[config.mk]
export PLATFORM = sky130hd
export DESIGN_NAME = gpmc_target
export DESIGN_NICKNAME = d
export VERILOG_FILES = /design/src/rtl/gpmc_target.sv
export SDC_FILE = /design/constraint.sdc
export NUM_CORES = 1
export LEC_CHECK = 0
export CAP_MARGIN = 20
export CELL_PAD_IN_SITES_DETAIL_PLACEMENT = 0
export CELL_PAD_IN_SITES_GLOBAL_PLACEMENT = 2
export CORE_MARGIN = 8
export CORE_UTILIZATION = 30
export CTS_CLUSTER_SIZE = 10
export DETAILED_ROUTE_END_ITERATION = 7
export GPL_ROUTABILITY_DRIVEN = 0
export PLACE_DENSITY_LB_ADDON = 0.1
export SETUP_SLACK_MARGIN = 0.3
export SLEW_MARGIN = 20
export SYNTH_ARGS = -nofsm -noshare
export SYNTH_HDL_FRONTEND = slang
export SYNTH_SLANG_ARGS = --single-unit
[constraint.sdc]
create_clock -name gpmc_clk -period 2.9 [get_ports gpmc_clk]
set_clock_uncertainty 0.2 [all_clocks]
set_input_delay 0.58 -clock gpmc_clk [delete_from_list [all_inputs] [get_ports gpmc_clk]]
set_output_delay 0.58 -clock gpmc_clk [all_outputs]
set_load 0.01 [all_outputs]
[src/rtl/gpmc_target.sv]
// GPMC CS1 responder: muxed 16-bit AD bus to single-cycle register strobes.
// Optional macro GPMC_TARGET_WAIT_EN adds the active-low gpmc_wait output.
module gpmc_target #(
  parameter int RD_LATENCY = 2,
  parameter int ADDR_W     = 16
) (
  input  logic              gpmc_clk,
  input  logic              reset_n,
  input  logic [15:0]       gpmc_ad_in,
  output logic [15:0]       gpmc_ad_out,
  output logic              gpmc_ad_oe,
`ifdef GPMC_TARGET_WAIT_EN
  output logic              gpmc_wait,
`endif
  input  logic              gpmc_advn,
  input  logic              gpmc_csn1,
  input  logic              gpmc_wein,
  input  logic              gpmc_oen,
  output logic [ADDR_W-1:0] reg_addr,
  output logic              reg_wr_en,
  output logic [15:0]       reg_wr_data,
  output logic              reg_rd_en,
  input  logic [15:0]       reg_rd_data
);

  typedef enum logic [2:0] {
    IDLE,
    WR,
    RD_ISSUE,
    RD_WAIT,
    RD_DATA
  } state_e;

  state_e            state_q;
  logic [ADDR_W-1:0] addr_q;
  logic [ADDR_W-1:0] addr_d;
  logic [ADDR_W-1:0] reg_addr_q;
  logic [15:0]       wr_data_q;
  logic [15:0]       ad_out_q;
  logic              wr_en_q;
  logic              rd_en_q;
  logic              oe_q;
  logic [2:0]        cnt_q;

  assign addr_d = addr_q + ADDR_W'(1);

  always_ff @(posedge gpmc_clk or negedge reset_n) begin
    if (!reset_n) begin
      state_q    <= IDLE;
      addr_q     <= '0;
      reg_addr_q <= '0;
      wr_data_q  <= '0;
      ad_out_q   <= '0;
      wr_en_q    <= 1'b0;
      rd_en_q    <= 1'b0;
      oe_q       <= 1'b0;
      cnt_q      <= '0;
    end else begin
      wr_en_q <= 1'b0;
      rd_en_q <= 1'b0;
      if (gpmc_csn1) begin
        state_q <= IDLE;
        oe_q    <= 1'b0;
      end else if (!gpmc_advn) begin
        addr_q  <= gpmc_ad_in[ADDR_W-1:0];
        state_q <= gpmc_wein ? RD_ISSUE : WR;
        oe_q    <= 1'b0;
      end else begin
        unique case (state_q)
          IDLE: begin
            oe_q <= 1'b0;
          end
          WR: begin
            wr_data_q  <= gpmc_ad_in;
            reg_addr_q <= addr_q;
            wr_en_q    <= 1'b1;
            addr_q     <= addr_d;
            oe_q       <= 1'b0;
          end
          RD_ISSUE: begin
            rd_en_q    <= 1'b1;
            reg_addr_q <= addr_q;
            cnt_q      <= 3'(RD_LATENCY);
            state_q    <= RD_WAIT;
            oe_q       <= 1'b0;
          end
          RD_WAIT: begin
            oe_q <= 1'b0;
            if (cnt_q == 3'd1) begin
              ad_out_q <= reg_rd_data;
              state_q  <= RD_DATA;
            end else begin
              cnt_q <= cnt_q - 3'd1;
            end
          end
          RD_DATA: begin
            oe_q <= !gpmc_oen;
          end
          default: begin
            state_q <= IDLE;
            oe_q    <= 1'b0;
          end
        endcase
      end
    end
  end

`ifdef GPMC_TARGET_WAIT_EN
  logic wait_q;

  // Low from read issue until the capture edge; high otherwise.
  always_ff @(posedge gpmc_clk or negedge reset_n) begin
    if (!reset_n) begin
      wait_q <= 1'b1;
    end else if (gpmc_csn1 || !gpmc_advn) begin
      wait_q <= 1'b1;
    end else if (state_q == RD_ISSUE) begin
      wait_q <= 1'b0;
    end else if (state_q == RD_WAIT && cnt_q == 3'd1) begin
      wait_q <= 1'b1;
    end
  end

  assign gpmc_wait = wait_q;
`endif

  assign gpmc_ad_out = ad_out_q;
  assign gpmc_ad_oe  = oe_q;
  assign reg_addr    = reg_addr_q;
  assign reg_wr_en   = wr_en_q;
  assign reg_wr_data = wr_data_q;
  assign reg_rd_en   = rd_en_q;

endmodule

==> results_dict.tcl <==
set metrics [dict create \
    status "completed" \
    firstDrtPassIters 4 \
    ir_drop_v 0.000227 \
    final-max-slew-violation-count 0 \
    fin_crit_sh_pct 85.0 \
    fillCellCount 1068 \
    cts_sinks 73 \
    fin_tns_setup_ns 0 \
    wirelength_mm 8.82 \
    post-place-ws_ns 0.240 \
    path_clk_slew_ns 0.09 \
    netlist_instances 309 \
    cts_tree "built" \
    vias 2588 \
    netlist_top_cells_count "73 x dfrtp_1, 62 x nand2_1, 29 x mux2_2" \
    synth_top_cell_by_area "dfrtp_1" \
    arrival_ns 2.55 \
    cts_setup_buffers 0 \
    synthMuxAreaShare_pct 10.9 \
    synth_top_family_by_area "simple AND/OR/NAND/NOR gates" \
    rows 38 \
    grt_pass1_wl_mm 14.7 \
    synth_top_area_share_pct 55.6 \
    max-clock-path-buffers 2 \
    die_w_um 121 \
    min-delay-path-class "primary input to async pin" \
    clk_latency_ns 0.34 \
    antenna_found_initial 0 \
    start_kind "register" \
    netlist_area_um2 3290 \
    hold_viol 0 \
    ios 89 \
    p_leak_nw 2.00 \
    via_per_inst 4.74 \
    yosys.area_share.simple_pct 17.4 \
    crit_fanout 7 \
    syn_to_final_growth_pct 39.1 \
    cts_buffers 9 \
    grt.total_usage_pct 12.6 \
    antenna_left 0 \
    synth_edf_count 0 \
    cts.repair.resized 0 \
    worst_slack_ns 0.435 \
    fin_crit_ns 2.46 \
    synthesis.nets 350 \
    avgSynthCellArea_um2 10.6 \
    maxCapViolCount 0 \
    die_y_um 121 \
    synth_ff_type "dfrtp_1" \
    async_flop_share_pct 100 \
    drtIter0Drc 123 \
    dpl.hpwl_mm 6.21 \
    core_um2 10700 \
    synth-adder-area-share_pct 1.14 \
    wire_per_inst_um 16.2 \
    grt-ovfl-total 0 \
    yosys.area_share.xor_xnor_pct 0.267 \
    finalSetupViolCount 0 \
    power_density_nw_per_um2 675 \
    htreeDepth 3 \
    critPathKind "register to register" \
    numPortBuffers 88 \
    ys_ff_latch 73 \
    synth.area.top_cells "dfrtp_1 56%, mux2_2 9.9%, nand2_1 7.1%, nor2_1 2.3%, o22a_1 2.1%" \
    grt_pass1_vias 2735 \
    grt_setup_unrepaired "no" \
    crit_required_ns 2.99 \
    fmax_mhz 406 \
    num_antenna_cells 0 \
    end_kind "register" \
    drive_gt1_share_pct 14.5 \
    synth_cell_types 50 \
    root_buffer "clkbuf_8" \
    grt_max_degree 74 \
    start_util_pct 30.6 \
    slew_headroom_pct 37.4 \
    yosys_warnings 0 \
    seq_area_frac_synth_pct 55.6 \
    yosysMostFrequentCell "dfrtp_1" \
    synth-compound-area-share_pct 11.3 \
    cts_hold_buf 0 \
    die_area_um2 14600 \
    nets 442 \
    drc 0 \
    tightestPinTransition_ns 0.939 \
]
[cell usage in the layout, fill, tap and decap left out, types with 3 or more instances in the layout]
| master | n |
|---|---|
| ha_1 | 3 |
| o22a_1 | 8 |
| mux2_2 | 29 |
| dfrtp_1 | 73 |
| nand2_1 | 62 |
| clkbuf_8 | 9 |
| o21ai_0 | 7 |
| bufinv_16 | 3 |
| mux2i_1 | 3 |
| buf_4 | 10 |
| nand3_1 | 10 |
| a31oi_1 | 7 |
| a22oi_1 | 4 |
| nand2b_1 | 3 |
| clkinv_4 | 3 |
| a21oi_1 | 11 |
| inv_1 | 8 |
| nand4_1 | 5 |
| clkdlybuf4s50_1 | 87 |
| nor2b_1 | 4 |
| nor2_1 | 20 |
| nor3_1 | 3 |
[final timing paths]
check	from	endpoint	slack, ns	cells after the start
worst max-delay path	state_q[1]	addr_q[14]	0.44	4
worst min-delay path	reset_n	reg_addr[15]	0.18	1
worst max register to register	state_q[1]	addr_q[14]	0.44	4
worst min register to register	reg_wr_data[1]	reg_wr_data[1]	0.28	2
max in group asynchronous	reset_n	addr_q[5]	1.72	1
min in group gpmc_clk	reg_wr_data[1]	reg_wr_data[1]	0.28	2
[where the power goes]
group	leakage, nW	internal (mW)	switching [mW]	total, mW
Clock	0.121	0.577	0.400	0.977
Combinational	0.971	0.443	0.318	0.761
Sequential	0.912	1.21	0.139	1.35
Total	2.00	2.23	0.857	3.08
[through the flow]
stage / power (mW) / area, µm² / util, % / hold slack, ns / instances
global placement: 2.14 / 4330 / 40.3 / 0.257 / 530
CTS: 3.15 / 4570 / 42.5 / 0.218 / 546
global route: 3.28 / 4570 / 42.5 / 0.259 / 546
detailed placement: 2.14 / 4330 / 40.3 / 0.262 / 530
floorplan: 1.68 / 3290 / - / 0.0844 / 309
finish: 3.08 / 4570 / 42.5 / 0.183 / 546
[logic make-up after synthesis]
kind of cell,after synthesis
adders and majority gates,3
AOI/OAI and AO/OA,53
buffers and inverters,25
muxes,32
DFF,73
and+or+nand+nor,122
xor gates and xnor gates,1
[sequential cells by signal (all words and copies together) (netlist names)]
name and flops:
reg_wr_en 1, gpmc_ad_out 16, reg_rd_en 1, reg_addr 16
gpmc_ad_oe 1, state_q 3, reg_wr_data 16, cnt_q 3
addr_q 16
[worst max-delay path: stages (launching register included)]
cell,delay (ns)
dfrtp_1,0.46
or3b_1,0.55
or4_4,0.62
or4_1,0.49
nand3_1,0.09
[per-layer routing]
metal	part of all wire [%]	track usage (%)
met3	5.5	3.64
met2	43	18.3
met5	0	0
met1	50	17.5
met4	1.0	4.45
[cell type report]
type / count / area [µm²] / share of cell area [%]
Multi-Input combinational cell: 211 / 1350 / 29.4
Inverter: 9 / 33.8 / 0.739
Tap cell: 140 / 175 / 3.83
Sequential cell: 73 / 1830 / 40.0
Clock buffer: 10 / 128 / 2.79
Clock inverter: 6 / 116 / 2.55
Timing Repair Buffer: 97 / 946 / 20.7
No activity file was read; power rests on OpenSTA's default activity.
